==> src/rtl/result_sel_pkg.sv <==
// -----------------------------------------------------------------------------
// result_sel_pkg
// Shared definitions for the result select register: FSM state encoding,
// default parameter values and the width of the source-wait counter.
// No ports (package).
// -----------------------------------------------------------------------------
package result_sel_pkg;

   localparam int unsigned DEF_WIDTH   = 32;
   localparam int unsigned DEF_NUM_SRC = 8;
   localparam int unsigned DEF_SEL_W   = 4;
   localparam int unsigned DEF_TIMEOUT = 15;

   // Width of the source-wait counter; holds any TIMEOUT in 1..255.
   localparam int unsigned TIMER_W = 8;

   typedef enum logic [1:0] {
      IDLE = 2'd0,
      WAIT = 2'd1,
      HOLD = 2'd2
   } state_t;

endpackage : result_sel_pkg

==> src/rtl/wait_timer.sv <==
// -----------------------------------------------------------------------------
// wait_timer
// Counts cycles spent waiting for the selected source to become valid.
//   clk     : clock, rising edge
//   clear   : synchronous clear of the count (reset or new request)
//   enable  : advance the count by one this cycle
//   expired : the count advances to LIMIT on this cycle if enable is high,
//             i.e. this is the last wait cycle the owner may spend
// -----------------------------------------------------------------------------
module wait_timer
   import result_sel_pkg::*;
#(
   parameter int unsigned LIMIT = DEF_TIMEOUT
) (
   input  logic clk,
   input  logic clear,
   input  logic enable,
   output logic expired
);

   logic [TIMER_W-1:0] count;

   always_ff @(posedge clk) begin
      if (clear) begin
         count <= '0;
      end else if (enable) begin
         count <= count + TIMER_W'(1);
      end
   end

   // Look one step ahead so the abort lands on the same edge at which the
   // count would reach LIMIT, giving exactly LIMIT wait cycles.
   assign expired = (count == TIMER_W'(LIMIT - 1));

endmodule : wait_timer

==> src/rtl/result_sel_reg.sv <==
// -----------------------------------------------------------------------------
// result_sel_reg
// Accepts a select request, waits for the chosen source to present a valid
// result (or aborts after TIMEOUT cycles), registers it and holds it until the
// consumer takes it. A new request may be accepted on the same edge the held
// result is consumed.
//   clk         : clock, rising edge
//   rst         : synchronous active-high reset
//   in_data     : NUM_SRC flattened results, source k at [k*WIDTH +: WIDTH]
//   src_valid   : per-source result valid
//   sel         : select code, sampled on acceptance only
//   req_valid   : request present
//   req_ready   : request can be accepted this cycle
//   out_data    : registered selected result (0 on timeout)
//   out_valid   : out_data valid
//   out_ready   : consumer accepts out_data
//   err_sel     : select code was out of range (source 0 was used)
//   err_timeout : selected source never became valid within TIMEOUT cycles
// SEL_W must be at least clog2(NUM_SRC).
// -----------------------------------------------------------------------------
module result_sel_reg
   import result_sel_pkg::*;
#(
   parameter int unsigned WIDTH   = DEF_WIDTH,
   parameter int unsigned NUM_SRC = DEF_NUM_SRC,
   parameter int unsigned SEL_W   = DEF_SEL_W,
   parameter int unsigned TIMEOUT = DEF_TIMEOUT
) (
   input  logic                       clk,
   input  logic                       rst,
   input  logic [NUM_SRC*WIDTH-1:0]   in_data,
   input  logic [NUM_SRC-1:0]         src_valid,
   input  logic [SEL_W-1:0]           sel,
   input  logic                       req_valid,
   output logic                       req_ready,
   output logic [WIDTH-1:0]           out_data,
   output logic                       out_valid,
   input  logic                       out_ready,
   output logic                       err_sel,
   output logic                       err_timeout
);

   state_t             state;
   logic [SEL_W-1:0]   sel_q;
   logic               accept;
   logic               sel_bad;
   logic               src_hit;
   logic [WIDTH-1:0]   src_word;
   logic               timer_clear;
   logic               timer_en;
   logic               timer_expired;

   assign req_ready = (state == IDLE) || ((state == HOLD) && out_ready);
   assign accept    = req_valid && req_ready;

   // Out-of-range codes fall back to source 0; the flag is reported with
   // the result of that transaction.
   assign sel_bad = (32'(sel_q) >= NUM_SRC);

   // Source mux driven only by the latched code, so later changes on sel or
   // on other sources cannot disturb an in-flight transaction.
   // NOTE: every signal assigned in always_comb gets a default first; a path
   // that leaves one unassigned would infer a latch.
   always_comb begin
      src_hit  = 1'b0;
      src_word = '0;
      for (int unsigned k = 0; k < NUM_SRC; k++) begin
         if ((sel_bad && (k == 0)) || (!sel_bad && (32'(sel_q) == k))) begin
            src_hit  = src_valid[k];
            src_word = in_data[k*WIDTH +: WIDTH];
         end
      end
   end

   assign timer_clear = rst || accept;
   assign timer_en    = (state == WAIT) && !src_hit;

   wait_timer #(
      .LIMIT (TIMEOUT)
   ) u_wait_timer (
      .clk     (clk),
      .clear   (timer_clear),
      .enable  (timer_en),
      .expired (timer_expired)
   );

   // NOTE: all state here is updated with non-blocking assignments so every
   // register samples the pre-edge values, independent of statement order.
   always_ff @(posedge clk) begin
      if (rst) begin
         state       <= IDLE;
         sel_q       <= '0;
         out_data    <= '0;
         out_valid   <= 1'b0;
         err_sel     <= 1'b0;
         err_timeout <= 1'b0;
      end else begin
         case (state)
            IDLE: begin
               if (accept) begin
                  sel_q       <= sel;
                  err_sel     <= 1'b0;
                  err_timeout <= 1'b0;
                  state       <= WAIT;
               end
            end

            WAIT: begin
               if (src_hit) begin
                  out_data  <= src_word;
                  out_valid <= 1'b1;
                  err_sel   <= sel_bad;
                  state     <= HOLD;
               end else if (timer_expired) begin
                  out_data    <= '0;
                  out_valid   <= 1'b1;
                  err_sel     <= sel_bad;
                  err_timeout <= 1'b1;
                  state       <= HOLD;
               end
            end

            HOLD: begin
               if (out_ready) begin
                  out_valid <= 1'b0;
                  if (accept) begin
                     // Back-to-back: hand off the held result and start the
                     // next transaction on the same edge.
                     sel_q       <= sel;
                     err_sel     <= 1'b0;
                     err_timeout <= 1'b0;
                     state       <= WAIT;
                  end else begin
                     state <= IDLE;
                  end
               end
            end

            default: begin
               state     <= IDLE;
               out_valid <= 1'b0;
            end
         endcase
      end
   end

endmodule : result_sel_reg

==> config.mk <==
export PLATFORM = sky130hd
export DESIGN_NAME = result_sel_reg
export DESIGN_NICKNAME = d
export VERILOG_FILES = /design/src/rtl/result_sel_pkg.sv /design/src/rtl/wait_timer.sv /design/src/rtl/result_sel_reg.sv
export SDC_FILE = /design/constraint.sdc
export NUM_CORES = 1
export LEC_CHECK = 0
export CAP_MARGIN = 20
export CORE_ASPECT_RATIO = 0.9
export CORE_MARGIN = 4
export CORE_UTILIZATION = 33
export DETAILED_ROUTE_END_ITERATION = 12
export PLACE_DENSITY_LB_ADDON = 0.1
export SETUP_SLACK_MARGIN = 0.5
export SLEW_MARGIN = 15
export SYNTH_ARGS = -nofsm -noshare
export SYNTH_HDL_FRONTEND = slang
export SYNTH_SLANG_ARGS = --single-unit
==> constraint.sdc <==
create_clock -name clk -period 1.8 [get_ports clk]
set_input_delay 0.36 -clock clk [delete_from_list [all_inputs] [get_ports clk]]
set_output_delay 0.36 -clock clk [all_outputs]
set_load 0.01 [all_outputs]
==> impl_metrics.tcl <==
set metrics [dict create \
    status "finished with violations" \
    violations "negative setup slack" \
    p_sw_mw 1.365 \
    clkTransAtPathRegs_ns 0.06 \
    ios 308 \
    ys_types 47 \
    maxCapViolCount 0 \
    grt_pass1_vias 6247 \
    grt_antenna_before_repair 1 \
    hold_path.class "reg2reg" \
    hold_viol 0 \
    synth_area_per_cell_sq_um 6.721 \
    tightest_slew_ns 0.5003 \
    p_seq_frac 0.279 \
    synth_area_leaders "dfxtp_1 22%, a21oi_1 12%, nand2_1 8.7%" \
    async_reset_ff_frac 0 \
    finalWorstSetupSlack_ns -0.1291 \
    area_growth_pct 86.84 \
    start_kind "register" \
    num_vias 6403 \
    rsz0062_at_grt "yes" \
    ant_nets 0 \
    skew_ns 0.008177 \
    cp_top_family "multiplexers" \
    post-dp-hpwl_microns 16100 \
    grt_max_degree 61 \
    worstPathRequired_ns 2.03 \
    critical_path_buf_inv_count 2 \
    syn-cell-area_sq_um 4469 \
    start_util 0.3357 \
    die-area_sq_um 15470 \
    p_clk_frac 0.250 \
    crit_chain "mux4_2, nor2_4, a21oi_4, a211oi_4, buf_12, clkbuf_16, a32o_1" \
    mappedNetlistNets 939 \
    cellLeakagePower_nw 3.200 \
    crit_type "reg2reg" \
    die_x_microns 130.7 \
    power.total_mw 4.370 \
    grt_pass1_wl_microns 31800 \
    insertedDiodeCount 0 \
    detail_route.wl_per_cell_microns 19.34 \
    hold_buffers 0 \
    max_slew_margin 0.6653 \
    place_area_sq_um 7850 \
    power_frac_comb 0.470 \
    cts_buffer_depth 2 \
    first_iter_violations 469 \
    first_pass_iters 6 \
    ys_ff_latch 49 \
    cp.arrival_ns 2.16 \
    fin_tns_setup_ns -3.784 \
    ctsHtreeMaxLevel 2 \
    dieHeight_microns 118.4 \
    drive_gt1_frac 0.1123 \
    critPathMaxStageDelay_ns 0.57 \
    drc_errors 0 \
    critPathCaptureType "register" \
    cts_tree "done" \
    coreArea_sq_um 13310 \
    netSwitchingFraction 0.3123 \
    finalCriticalPeriod_ns 1.929 \
    viasPerCell 5.622 \
    yosys.area.top_type "dfxtp_1" \
    cts_made_buffers 5 \
    grt_util_all_layers 0.2539 \
    port_buffers 307 \
    finalSetupViolCount 39 \
    fin_area_sq_um 8351 \
    overflow 0 \
    synth-edff-count 0 \
    finalNetCount 1244 \
    power_density_nw_per_um2 523.3 \
    yosys_warnings 0 \
    slew_viol_final 0 \
    cp_max_fo 7 \
    synthFlopType "dfxtp_1" \
    yosysTopAreaCellShare 0.2195 \
    p_int_mw 3.005 \
    hold_slack_ns 0.4596 \
    gp_congestion 0.9262 \
    synth_seq_area_share 0.2195 \
    netlist_instances 665 \
    cp_slowest_cell "mux4_2" \
    post-route-period-util 1.072 \
    wirelength_microns 22020 \
    root_buffer "clkbuf_16" \
    clock_latency_ns 0.29 \
    max_clock_freq_ghz 0.5184 \
    numClockSinks 49 \
    std_cell_rows 40 \
    irDropWorstVdd_uv 352.5 \
]
==> through the flow <==
| step | util | setup WS, ns | std cells |
|---|---|---|---|
| CTS | 0.6088 | -0.07064 | 1127 |
| finish | 0.6273 | -0.1291 | 1139 |
| global placement | 0.5897 | -0.4306 | 1113 |
| floorplan | - | 0.05490 | 665 |
| detailed placement | 0.5897 | -0.4495 | 1113 |
| global route | 0.6273 | -0.2103 | 1139 |
==> metal layers <==
metal	vias to the layer above	GRT usage	routed length [microns]
li1	3079	-	-
met3	28	0.04654	1668
met2	287	0.4585	11180
met1	3007	0.3092	8866
met4	2	0.05398	303
met5	-	0	8
==> power by group through the flow <==
stage,clock network [mW],registers (mW),logic (mW)
global placement,0,1.24,1.89
CTS,1.12,1.22,1.93
detailed placement,0,1.25,1.92
global route,1.15,1.23,2.21
floorplan,0,1.24,0.876
finish,1.09,1.22,2.06
==> final timing paths <==
path,from,end,slack [ns],depth (start not counted)
min reg2reg,out_data[2],out_data[2],0.46,1
max,sel_q[0],out_data[19],-0.13,7
min,out_data[2],out_data[2],0.46,1
max reg2reg,sel_q[0],out_data[19],-0.13,7
==> layout by cell type (no fill, tap or decap), drive strengths merged, types with 2 or more instances in the layout <==
master and count:
dfxtp 49, ha 2, nand3 34, nand2 104, nor3 33, nand2b 34, inv 6, o21ai 38
a41o 2, dlygate4sd2 28, buf 60, a32o 31, and3 4, a22o 2, clkdlybuf4s15 10, a31o 4
o22ai 62, nor2 24, a21oi 106, a31oi 3, clkdlybuf4s50 265, nand4 2, and2 2, clkbuf 11
mux2i 33, a21o 3, a211oi 3
==> timing repair <==
action | in CTS | in global routing
gates cloned | 1 | 3
setup endpoints to repair | 85 | 58
setup buffers | 5 | 9
pin swaps | 11 | 17
resized for setup | 76 | 37
==> synthesized netlist by cell type, types with 2 or more instances <==
cell	n
a31oi_1	3
a21oi_1	105
buf_1	15
o22ai_1	62
a32o_1	31
mux2i_1	33
o21ai_1	3
nor3_1	33
buf_2	13
dfxtp_1	49
nand2b_1	34
nor2_1	24
inv_1	5
a211oi_1	2
and2_1	2
a22o_1	2
nand3_1	34
buf_6	6
ha_1	2
a21o_1	3
nand2_1	104
o21ai_0	35
buf_4	3
clkbuf_1	33
and3_1	4
nand4_1	2
a31o_1	2
a41o_1	2
==> registers in the layout, summed over array words and instances (netlist names) <==
signal	count
err_sel	1
out_valid	1
out_data	32
err_timeout	1
u_wait_timer.count	8
state	2
sel_q	4
==> layout make-up <==
class / count / area (sq um)
Clock buffer: 7 / 142.6
Clock inverter: 1 / 30.03
Fill cell: 1199 / 4962
Inverter: 6 / 22.52
Multi-Input combinational cell: 541 / 3279
Sequential cell: 49 / 1005
Tap cell: 168 / 210.2
Timing Repair Buffer: 367 / 3661
==> cell families after synthesis <==
| kind of cell | after synthesis | share of synthesized area |
|---|---|---|
| xor+xnor | 1 | 0.001960 |
| compound gates | 259 | 0.3614 |
| simple gates | 244 | 0.2525 |
| flops | 49 | 0.2195 |
| buf+inv | 76 | 0.08006 |
| mux | 34 | 0.07895 |
| fa+ha+maj | 2 | 0.005598 |
Note: power is estimated with default switching activity, not from simulation.
